File: src/rtl/cam_signal_gen.sv
// rtl/cam_signal_gen.sv - OV7670 camera bus emulator (QQVGA RGB444 frame generator)
module cam_signal_gen #(
  parameter int TAM_LINE       = 320,
  parameter int TAM_ROW        = 120,
  parameter int BLACK_TAM_LINE = 4,
  parameter int BLACK_TAM_ROW  = 4,
  parameter int PCLK_DIV       = 2
) (
  input  logic       clk,
  input  logic       rst,
  input  logic       en,
  input  logic [1:0] pattern_sel,
  output logic       CAM_pclk,
  output logic       CAM_vsync,
  output logic       CAM_href,
  output logic [7:0] CAM_px_data,
  output logic       frame_done
);

  localparam int         DIV_W     = (PCLK_DIV > 1) ? $clog2(PCLK_DIV) : 1;
  localparam logic [DIV_W-1:0] DIV_LAST = DIV_W'(PCLK_DIV - 1);
  localparam logic [8:0] LINE_LAST = 9'(TAM_LINE + BLACK_TAM_LINE - 1);
  localparam logic [6:0] ROW_LAST  = 7'(TAM_ROW + BLACK_TAM_ROW - 1);
  localparam logic [8:0] ACT_LINE  = 9'(TAM_LINE);
  localparam logic [6:0] ACT_ROW   = 7'(BLACK_TAM_ROW);
  localparam logic [6:0] VS_ROWS   = 7'(BLACK_TAM_ROW / 2);

  typedef enum logic {IDLE, RUN} state_t;

  state_t           state, state_n;
  logic [DIV_W-1:0] div_cnt;
  logic [8:0]       line_cnt, line_n;
  logic [6:0]       row_cnt, row_n;
  logic [1:0]       pat, pat_n;
  logic [3:0]       frame_cnt, fcnt_n;
  logic             done_n;
  logic             div_wrap, strobe;
  logic [7:0]       x;
  logic [6:0]       y;
  logic [11:0]      colour;
  logic             vsync_n, href_n;
  logic [7:0]       data_n;

  assign div_wrap = (div_cnt == DIV_LAST);
  // Falling pclk edge: the only moment pclk-derived outputs may change.
  assign strobe   = div_wrap && CAM_pclk;

  always_comb begin
    state_n = state;
    line_n  = line_cnt;
    row_n   = row_cnt;
    pat_n   = pat;
    fcnt_n  = frame_cnt;
    done_n  = 1'b0;
    case (state)
      IDLE: begin
        if (en) begin
          state_n = RUN;
          line_n  = '0;
          row_n   = '0;
          pat_n   = pattern_sel;
        end
      end
      RUN: begin
        if (line_cnt == LINE_LAST) begin
          line_n = '0;
          if (row_cnt == ROW_LAST) begin
            row_n  = '0;
            done_n = 1'b1;
            fcnt_n = frame_cnt + 4'd1;
            if (en) pat_n = pattern_sel;
            else    state_n = IDLE;
          end else begin
            row_n = row_cnt + 7'd1;
          end
        end else begin
          line_n = line_cnt + 9'd1;
        end
      end
      default: state_n = IDLE;
    endcase
  end

  // Outputs are derived from the counter values that take effect at this strobe.
  always_comb begin
    x       = line_n[8:1];
    y       = row_n - ACT_ROW;
    vsync_n = (state_n == RUN) && (row_n < VS_ROWS);
    href_n  = (state_n == RUN) && (row_n >= ACT_ROW) && (line_n < ACT_LINE);
    colour  = 12'h00F;
    case (pat_n)
      2'd0: colour = 12'h00F;
      2'd1: begin
        if      (x < 8'd20)  colour = 12'hFFF;
        else if (x < 8'd40)  colour = 12'hFF0;
        else if (x < 8'd60)  colour = 12'h0FF;
        else if (x < 8'd80)  colour = 12'h0F0;
        else if (x < 8'd100) colour = 12'hF0F;
        else if (x < 8'd120) colour = 12'hF00;
        else if (x < 8'd140) colour = 12'h00F;
        else                 colour = 12'h000;
      end
      2'd2: begin
        if      (y < 7'd15)  colour = 12'hF0F;
        else if (y < 7'd45)  colour = 12'h0F0;
        else if (y < 7'd75)  colour = 12'hF0F;
        else if (y < 7'd105) colour = 12'h0F0;
        else                 colour = 12'hF0F;
      end
      default: colour = {x[3:0], y[3:0], fcnt_n};
    endcase
    if (!href_n)        data_n = 8'h00;
    else if (line_n[0]) data_n = colour[7:0];
    else                data_n = {4'h0, colour[11:8]};
  end

  always_ff @(posedge clk) begin
    if (rst) begin
      state       <= IDLE;
      div_cnt     <= '0;
      line_cnt    <= '0;
      row_cnt     <= '0;
      pat         <= '0;
      frame_cnt   <= '0;
      CAM_pclk    <= 1'b0;
      CAM_vsync   <= 1'b0;
      CAM_href    <= 1'b0;
      CAM_px_data <= 8'h00;
      frame_done  <= 1'b0;
    end else begin
      div_cnt    <= div_wrap ? '0 : div_cnt + 1'b1;
      frame_done <= 1'b0;
      if (div_wrap) CAM_pclk <= ~CAM_pclk;
      if (strobe) begin
        state       <= state_n;
        line_cnt    <= line_n;
        row_cnt     <= row_n;
        pat         <= pat_n;
        frame_cnt   <= fcnt_n;
        frame_done  <= done_n;
        CAM_vsync   <= vsync_n;
        CAM_href    <= href_n;
        CAM_px_data <= data_n;
      end
    end
  end

endmodule

File: config.mk
export PLATFORM = sky130hd
export DESIGN_NAME = cam_signal_gen
export DESIGN_NICKNAME = d
export VERILOG_FILES = /design/src/rtl/cam_signal_gen.sv
export SDC_FILE = /design/constraint.sdc
export NUM_CORES = 1
export LEC_CHECK = 0
export BUFFER_PORTS_ARGS = -buffer_cell sky130_fd_sc_hd__buf_2
export CAP_MARGIN = 20
export CORE_UTILIZATION = 50
export CTS_CLUSTER_SIZE = 40
export DETAILED_ROUTE_END_ITERATION = 10
export HOLD_SLACK_MARGIN = 0.05
export PLACE_DENSITY = 0.68
export SKIP_LAST_GASP = 1
export SLEW_MARGIN = 0
export SYNTH_ARGS = -nofsm -noshare
export SYNTH_HDL_FRONTEND = slang
export SYNTH_SLANG_ARGS = --single-unit
File: constraint.sdc
create_clock -name clk -period 10.42 [get_ports clk]
set_input_delay 2.084 -clock clk [delete_from_list [all_inputs] [get_ports clk]]
set_output_delay 2.084 -clock clk [all_outputs]
set_load 0.005 [all_outputs]
Word level (Yosys, flattened, before mapping). Index checks and enable logic that the tools add are counted.

Register bits after elaboration: 36. Input bits: 5.

$add $sub $neg: 5. Magnitude comparators: 14. Equality and inequality tests: 4. Mux-type cells: 33. Bitwise gates (word level): 4. Reduce and logical (&&, ||, !) cells: 7.

Operator list (count): 12-bit two-way mux (10); 12-bit case mux with 3 select lines (1); 8-bit by 7-bit less-than comparator with 1-bit output, second input constant (3); 7-bit two-way mux (3); 9-bit two-way mux (2); 9-bit case mux with 2 select lines (1); 8-bit by 6-bit less-than comparator with 1-bit output, second input constant (2); 4-bit two-way mux (4); 8-bit two-way mux (2); 7-bit less-than comparator, second input constant (2); 7-bit case mux with 2 select lines (1); 9-bit by 1-bit adder with 9-bit output, second input constant (1); 9-bit equality test, second input constant (1); 9-bit less-than comparator, second input constant (1); 8-bit by 5-bit less-than comparator with 1-bit output, second input constant (1); 8-bit less-than comparator, second input constant (1); 7-bit by 1-bit adder with 7-bit output, second input constant (1); 7-bit equality test, second input constant (1); 7-bit by 3-bit >= comparator with 1-bit output, second input constant (1); 7-bit by 2-bit less-than comparator with 1-bit output, second input constant (1); 7-bit by 4-bit less-than comparator with 1-bit output, second input constant (1); 7-bit by 6-bit less-than comparator with 1-bit output, second input constant (1); 7-bit by 3-bit subtractor with 7-bit output, second input constant (1); 2-bit two-way mux (3); 12 further kinds (21).

Longest topological paths before layout. Gate-level depths: netlist of run 1.

Depth after elaboration: 14. Mapped depth: 14. Gate-level depth less buffers: 13.

Worst setup path after synthesis of run 1. OpenSTA, ideal clock, no wires.

Path kind: input port to flip-flop. Start point: input en. End point: register CAM_px_data[4]. Setup time: 117 ps. Data arrival time: 4434 ps. Data required time: 10303 ps. Path slack: 5870 ps. Stages on the path: 12. Path buffers: 0. Path through: nor2_1 -> nand2_1 -> o31ai_1 -> a31o_2 -> inv_1 -> ha_1 -> or4_1 -> o311ai_1 -> o21a_4 -> nor3b_4 -> o311a_1 -> a22o_1.

Cells in the longest elaborated chain, start to end: 11. Elaborated cells on any way between the ends: 41. Those cells by class: add/sub (1); order compare (11); eq/ne (2); mux (24); reduce/logical (3).

Ends and longest elaborated chain: from (decl) (RTL line 11) `input logic en,`; 7-bit two-way mux or 9-bit two-way mux (tied branches) (RTL line 57) `if (en) begin`; 7-bit case mux with 2 select lines or 9-bit case mux with 2 select lines (tied branches) (RTL line 55) `case (state)`; 7-bit by 3-bit subtractor with 7-bit output or 8-bit by 7-bit less-than comparator with 1-bit output (tied branches) (RTL line 87, 98); 7-bit less-than comparator or 12-bit two-way mux (tied branches) (RTL line 107, 98); 12-bit two-way mux, on equally long branches (RTL line 107, 97); 12-bit two-way mux, on equally long branches (RTL line 106, 96); 12-bit two-way mux, on equally long branches (RTL line 105, 95); 12-bit two-way mux, on equally long branches (RTL line 104, 94); 12-bit case mux with 3 select lines (RTL line 91) `case (pat_n)`; 8-bit two-way mux (RTL line 113) `else if (line_n[0]) data_n = colour[7:0];`; 8-bit two-way mux (*) (RTL line 112) `if (!href_n) data_n = 8'h00;`; to (signal assigned) (RTL line 143) `CAM_px_data <= data_n;`; to (decl) (RTL line 16) `output logic [7:0] CAM_px_data,`.

Every way passes the cells marked *; elsewhere a longest branch is shown, timed or not. A chain may end at the register's enable or synchronous reset.

Worst setup path in the final report of run 1.
Start point: input en. End point: register CAM_px_data[3].

Cells in the longest elaborated chain, start to end: 13. Elaborated cells on any way between the ends: 45. Those cells by class: add/sub (1); order compare (13); eq/ne (2); mux (26); reduce/logical (3).

Ends and longest elaborated chain (RTL line): branches (longest 12 deep; another with 7-bit by 3-bit subtractor with 7-bit output); 8-bit two-way mux (*) (112).

Mark *: on every way between the ends.

==> flow_summary_export.csv, run 1 <==
group,metric,value,unit
power,irDropWorstVdd,0.0662,mV
sta,min_period,5.14,ns
power,power_frac_seq,0.470,
clock_network,cts.repair.resized,0,
critical_path,slowest_stage,"nor2_1",
routing,route.met2.wl,2.82,mm
sta,finalHoldViolations,0,
global_routing,grt_pass1_wl,10.2,mm
routing,wl_met3,337,um
final_layout,fin_nets,319,
clock_network,post_cts_buffers,0,
routing,drc,0,
placed_design,pre_cts_ws,5.06,ns
sta,fin_ws,5.28,ns
sta,fmax,195,MHz
critical_path,r2r_end,"CAM_px_data[3]$_SDFFE_PP0P_",
clock_network,clk_latency,0.29,ns
placed_design,dpl.hpwl,4.37,mm
critical_path,worst_ep_arrival_time,5.32,ns
clock_network,cts_max_level,2,
routing,drt_iter0_markers,211,
sta,rsz0062_at_grt,"no",
die,rows,24,
clock_network,cts_tree,"built",
sta,fin_setup_tns,0,ns
final_layout,fin_area,2570,um^2
global_routing,grt_pass1_vias,2072,
routing,dr.pass1.iters,5,
synthesis,yosysSeqAreaShare,0.303,
die,floorplan.initialDensity,0.532,
global_routing,gr-usage-all-layers,0.260,
global_routing,overflow,0,
synthesis,syn-num-nets,313,
die,core_area,4470,um^2
routing,top_layer_used,"met4",
run_status,outcome,"finished clean",
clock_network,cts_made_buffers,5,
worst_hold_path,hold_path_class,"reg -> reg",
flow_run,cap_viol_max_count,0,
critical_path,crit_buf_inv,1,
final_layout,drive_gt1_frac,0.119,
critical_path,startpoint_type,"input pin",
synthesis,synth.avg_cell_area,7.84,um^2
placed_design,dpl-instance-area,2460,um^2
sta,post-route-period-util,0.493,
critical_path,critPathRequiredTime,10.61,ns
power,clkPwrFrac,0.395,
synthesis,netlist_area,2380,um^2
clock_network,clk_pin_slew_worst_paths,0.08,ns
synthesis,synth_edf_count,0,
sta,slew_headroom,0.311,
sta,tightest_slew,1.02,ns
routing,wirelength,6.24,mm
power,p_sw,89.2,uW
clock_network,postCtsHoldBufs,0,
critical_path,crit_type,"in -> reg",
critical_path,reg2reg_from,"line_cnt[0]$_SDFFE_PP0P_",
final_layout,n_antenna_cell,0,
power,p_leak,0.859,nW
routing,routedWlPerCell,17.2,um
synthesis,synth.distinct_cells,60,
clock_network,clk_path_buf_depth,2,
power,comb_power_share,0.135,
synthesis,yosysWarningCount,0,
power,p_per_area,124,nW/um^2
clock_network,ctsRootBufferMaster,"clkbuf_8",
critical_path,end_kind,"register",
die,die_w,71.0,um
critical_path,cp_slowest_stage_delay,0.68,ns
critical_path,reg2reg_depth,13,
global_routing,grt_max_degree,36,
clock_network,clock_sinks,36,
placed_design,place_congestion,0.907,
routing,postRouteAntennaNets,0,
critical_path,cp.depth,12,
critical_path,crit_family,"simple AND/OR/NAND/NOR gates",
sta,setup_viol,0,
synthesis,synthFlopType,"dfxtp_1",
die,io_pins,17,
synthesis,synthArstFlopShare,0,
placed_design,io_buffers,16,
sta,finClkSkew,0.00562,ns
final_layout,area_growth,7.77,%
critical_path,cp_max_fo,15,
routing,via_per_inst,6.48,
die,dieHeight,71.0,um
routing,m1WireLength,2.99,mm
die,die_area,5040,um^2
global_routing,antenna_found_initial,0,
power,internal_power,228,uW
synthesis,synth_seq_cells,36,
synthesis,synth_cells,304,
critical_path,crit_chain,"buf_2 -> nor2_1 -> a2bb2oi_1 -> o21ai_0 -> nor2_1 -> ha_1 -> or4_1 -> o311ai_0 -> nor3_1 -> nor3b_4 -> o21ai_0 -> a32o_1",
critical_path,ff2ff_setup_slack,6.39,ns
critical_path,cp-startpoint,"en",
sta,slew_viol_final,0,
routing,num_vias,2353,
power,p_sw_frac,0.281,
worst_hold_path,min_path_cells,2,
critical_path,cp-endpoint,"CAM_px_data[3]$_SDFFE_PP0P_",
==> power groups by stage <==
stage	clock [mW]	combinational [mW]	sequential, mW
2_1_floorplan	0	0.0362	0.148
3_3_place_gp	0	0.0415	0.152
3_5_place_dp	0	0.0420	0.152
4_1_cts	0.129	0.0422	0.149
5_1_grt	0.133	0.0472	0.150
6_report	0.125	0.0427	0.149
==> worst reg2reg max path: stages (launching register included) <==
cell and delay, ns:
dfxtp_1 0.47, ha_1 0.35, nand4b_1 0.28, nor2_1 0.40
o21ai_0 0.19, a31o_2 0.32, inv_1 0.09, ha_1 0.26
or4_1 0.56, o311ai_0 0.13, nor3_1 0.14, nor3b_4 0.33
o21ai_0 0.14, a32o_1 0.28
==> cells in the final DEF (no fill, tap or decap), types with 8 or more instances in the layout <==
master    Yosys  routed
o31ai_1       8       8
nand3_1      12      12
nor3_1       11      11
a211oi_1     17      17
buf_2         3      16
dfxtp_1      36      36
o21ai_0      13      13
a21oi_1      12      12
nor2_1       35      35
nand2_1      33      33
==> cell usage after synthesis, types with 5 or more instances <==
cell	instances	area [um^2]
nand2_1	33	124
o21ai_0	13	65.1
nand3_1	12	60.1
a211oi_1	17	128
nor3_1	11	55.1
a21oi_1	12	60.1
mux2i_1	5	50.1
inv_1	6	22.5
nand4_1	6	37.5
dfxtp_1	36	721
o31ai_1	8	60.1
clkbuf_1	14	52.6
xnor2_1	6	52.6
nor2_1	35	131
or3_1	6	37.5
==> sequential cells by signal, indices dropped and copies added, names as in the netlist, 2 cells and up <==
signal	flops
frame_cnt	4
line_cnt	9
CAM_px_data	8
row_cnt	7
pat	2
==> layout make-up <==
class                      instances  area, um^2
clock buffer                       5        68.8
clock inverter                     3        42.5
fill                             430        1910
inverter                           6        22.5
multi-input combinational        244        1560
sequential                        36         721
tap                               52        65.1
timing repair buffer              17        87.6
==> cell families after synthesis <==
kind of cell	Yosys count	share of synthesized area
compound gates	91	0.281
buf+inv	24	0.0425
mux	6	0.0257
xor+xnor	10	0.0368
fa+ha+maj	5	0.0252
simple gates	132	0.286
flops	36	0.303
==> metrics by stage <==
stage	hold WS (ns)	util	std cells	total power, mW
5_1_grt	0.487	0.574	363	0.330
2_1_floorplan	0.433	-	304	0.185
6_report	0.449	0.574	363	0.317
3_3_place_gp	0.431	0.549	355	0.194
4_1_cts	0.450	0.574	363	0.320
3_5_place_dp	0.432	0.549	355	0.194
==> worst min path at each step <==
stage	start	to
finish	CAM_href$_SDFFE_PP0P_	CAM_href$_SDFFE_PP0P_
global route	CAM_px_data[1]$_SDFFE_PP0P_	CAM_px_data[1]$_SDFFE_PP0P_
CTS	CAM_href$_SDFFE_PP0P_	CAM_href$_SDFFE_PP0P_
detailed placement	CAM_href$_SDFFE_PP0P_	CAM_href$_SDFFE_PP0P_
global placement	CAM_href$_SDFFE_PP0P_	CAM_href$_SDFFE_PP0P_
floorplan	div_cnt$_SDFF_PP0_	div_cnt$_SDFF_PP0_
==> routing by layer <==
| layer | track usage | up-vias |
|---|---|---|
| li1 | - | 1166 |
| met1 | 0.368 | 1108 |
| met2 | 0.401 | 72 |
| met3 | 0.0399 | 7 |
| met4 | 0.0978 | 0 |
| met5 | 0 | - |
No activity file was read; power rests on OpenSTA's default activity.
==> run 2, diff against run 1 <==
--- a/config.mk
+++ b/config.mk
@@ -5,6 +5,7 @@
 export SDC_FILE = /design/constraint.sdc
 export NUM_CORES = 1
 export LEC_CHECK = 0
+export ABC_AREA = 1
 export BUFFER_PORTS_ARGS = -buffer_cell sky130_fd_sc_hd__buf_2
 export CAP_MARGIN = 20
 export CORE_UTILIZATION = 50
==> constraint.sdc (replaced) <==
create_clock -name clk -period 5.2 [get_ports clk]
set_input_delay 1.04 -clock clk [delete_from_list [all_inputs] [get_ports clk]]
set_output_delay 1.04 -clock clk [all_outputs]
set_load 0.005 [all_outputs]
==> run 2 against run 1 <==
Net effect: clock power grew 99%; wire length shrank 2.9%; sequential share of layout area shrank 1.6 points; sequential power grew 88%; register-to-register slack lost 4.0 ns; clock skew grew 0.0023 ns; largest cell class unchanged; final area grew 5.9%; first-iteration DRC count grew 7.1%.
==> flow_summary_export.csv, run 2 <==
group,metric,value,unit
final_layout,regMostFlops,"line_cnt",
routing,dr.pass1.iters,5,
synthesis,synth_top_cell_area_share,0.291,
routing,wirelength,6.06,mm
die,floorplan.initialDensity,0.521,
clock_network,clk_path_buf_depth,2,
power,irDropWorstVdd,0.113,mV
final_layout,multi_input_area,1490,um^2
final_layout,final_common_cell,"nand2_1",
placed_design,place_congestion,0.925,
synthesis,yosysMostFrequentCell,"nand2_1",
global_routing,use_met2,0.414,
clock_network,ctsRootBufferMaster,"clkbuf_8",
final_layout,drive_gt1_frac,0.159,
routing,num_vias,2470,
routing,drt_iter0_markers,226,
final_layout,reg_top3,"line_cnt x9, CAM_px_data x8, row_cnt x7",
placed_design,io_buffers,16,
clock_network,post_cts_buffers,0,
critical_path,startpoint_type,"input pin",
die,die_area,5240,um^2
sta,whs,0.449,ns
critical_path,end_kind,"register",
clock_network,postCtsHoldBufs,0,
global_routing,met1_usage,0.325,
critical_path,cp_max_fo,8,
synthesis,yosysWarningCount,0,
global_routing,use_met3,0.0472,
clock_network,cts_tree,"built",
sta,fmax,349,MHz
placed_design,pre_cts_ws,2.07,ns
sta,finalHoldViolations,0,
synthesis,synth_top_cell_by_area,"dfxtp_1",
critical_path,critPathRequiredTime,5.39,ns
placed_design,dpl-instance-area,2610,um^2
global_routing,antenna_found_initial,0,
run_status,outcome,"finished clean",
clock_network,clk_pin_slew_worst_paths,0.07,ns
routing,postRouteAntennaNets,0,
synthesis,synth.distinct_cells,38,
placed_design,dpl.hpwl,4.64,mm
flow_run,cap_viol_max_count,0,
synthesis,netlist_area,2480,um^2
synthesis,synth.avg_cell_area,6.35,um^2
power,p_per_area,212,nW/um^2
global_routing,grt_max_degree,22,
final_layout,final_util,0.572,
clock_network,clk_latency,0.30,ns
sta,post-route-period-util,0.550,
sta,setup_viol,0,
clock_network,cts.repair.resized,0,
final_layout,n_antenna_cell,0,
final_layout,area_growth,9.75,%
sta,tightest_slew,0.719,ns
final_layout,regArea,721,um^2
synthesis,synthArstFlopShare,0,
sta,fin_ws,2.34,ns
die,dieHeight,72.4,um
worst_hold_path,hold_path_class,"reg -> reg",
clock_network,clock_sinks,36,
synthesis,syn-num-nets,399,
critical_path,worst_ep_arrival_time,3.05,ns
sta,fin_setup_tns,0,ns
global_routing,grt_pass1_wl,10.3,mm
synthesis,synthFlopType,"dfxtp_1",
sta,slew_viol_final,0,
sta,min_period,2.86,ns
final_layout,final_cell_mix,"nand2_1, inv_1, dfxtp_1",
clock_network,cts_made_buffers,5,
global_routing,grt-busiest-layer,"met2",
global_routing,gr-usage-all-layers,0.252,
placed_design,place_inst,468,
synthesis,netlist_top_cells_count,"nand2_1, inv_1, dfxtp_1, nor2_1, nand3_1",
critical_path,crit_type,"in -> reg",
clock_network,cts_max_level,2,
sta,finClkSkew,0.00790,ns
synthesis,synthTopCellsByArea,"dfxtp_1, nand2_1, inv_1",
die,io_pins,17,
synthesis,synth_cells,390,
synthesis,synth_seq_cells,36,
sta,slew_headroom,0.520,
power,p_leak,1.27,nW
synthesis,synth_edf_count,0,
die,die_w,72.4,um
routing,via_per_inst,5.19,
die,rows,25,
final_layout,fin_nets,417,
sta,rsz0062_at_grt,"no",
die,core_area,4750,um^2
synthesis,yosysSeqAreaShare,0.291,
final_layout,stdcell_count,476,
final_layout,largest_reg_flops,9,
final_layout,fin_area,2720,um^2
global_routing,grt_pass1_vias,2274,
power,report.power.total,576,uW
final_layout,n_fill_cell,496,
routing,routedWlPerCell,12.7,um
global_routing,overflow,0,
routing,drc,0,
## run 2: cell types whose count changed after synthesis, sizes merged, moves of 5 or more
cell,change
a211oi,-17
clkbuf,-11
xnor2,-5
nand2,+99
nand3,+18
nor3,-7
mux2i,-5
inv,+52
o22ai,+18
o21ai,+17
or3,-6
o31ai,-8
a21oi,-6
## run 2: final cells by class
class	instances	area share
clock buffers	6	0.0267
clock inverters	2	0.0129
inverters	60	0.0828
multi-input cells	288	0.549
flip-flops and latches	36	0.265
well taps	67	0.0308
repair buffers	17	0.0322
## run 2: where the power goes
part / switching [mW] / total, mW / internal, mW / leakage [nW]
registers: 0.00253 / 0.280 / 0.278 / 0.291
logic: 0.0326 / 0.0467 / 0.0141 / 0.924
clock network: 0.107 / 0.249 / 0.142 / 0.0552
## run 2: path summary, 6_finish.rpt
check / end / depth (start not counted) / start / slack (ns)
hold reg to reg: div_cnt$_SDFF_PP0_ / 1 / div_cnt$_SDFF_PP0_ / 0.45
setup reg to reg: CAM_px_data[5]$_SDFFE_PP0P_ / 18 / line_cnt[1]$_SDFFE_PP0P_ / 2.35
hold / removal: div_cnt$_SDFF_PP0_ / 1 / div_cnt$_SDFF_PP0_ / 0.45
setup / recovery: CAM_px_data[5]$_SDFFE_PP0P_ / 14 / en / 2.34
## run 2: logic make-up (layout without fill, tap and decap cells)
group | Yosys count | after routing | share of synthesized area
AOI/OAI and AO/OA | 63 | 63 | 0.166
adders and majority gates | 4 | 4 | 0.0202
xor gates and xnor gates | 4 | 4 | 0.0141
and+or+nand+nor | 217 | 217 | 0.403
buffers and inverters | 66 | 85 | 0.106
DFF | 36 | 36 | 0.291
## run 2: critical path: stages
cell and delay, ns:
buf_2 0.15, nor2_4 0.21, inv_2 0.14, nor2_1 0.24
a21oi_4 0.09, ha_1 0.32, inv_1 0.07, nand2_1 0.06
o21bai_1 0.16, nand2_2 0.08, nand3_2 0.11, o21ai_0 0.09
o21ai_0 0.21, o21ai_1 0.08
## run 2: layer usage
metal | part of all wire | vias to the layer above | routed length [um]
met5 | 0 | - | 0
li1 | - | 1297 | -
met1 | 0.48 | 1108 | 2890
met3 | 0.046 | 7 | 279
met4 | 0.013 | 0 | 76
met2 | 0.47 | 58 | 2820
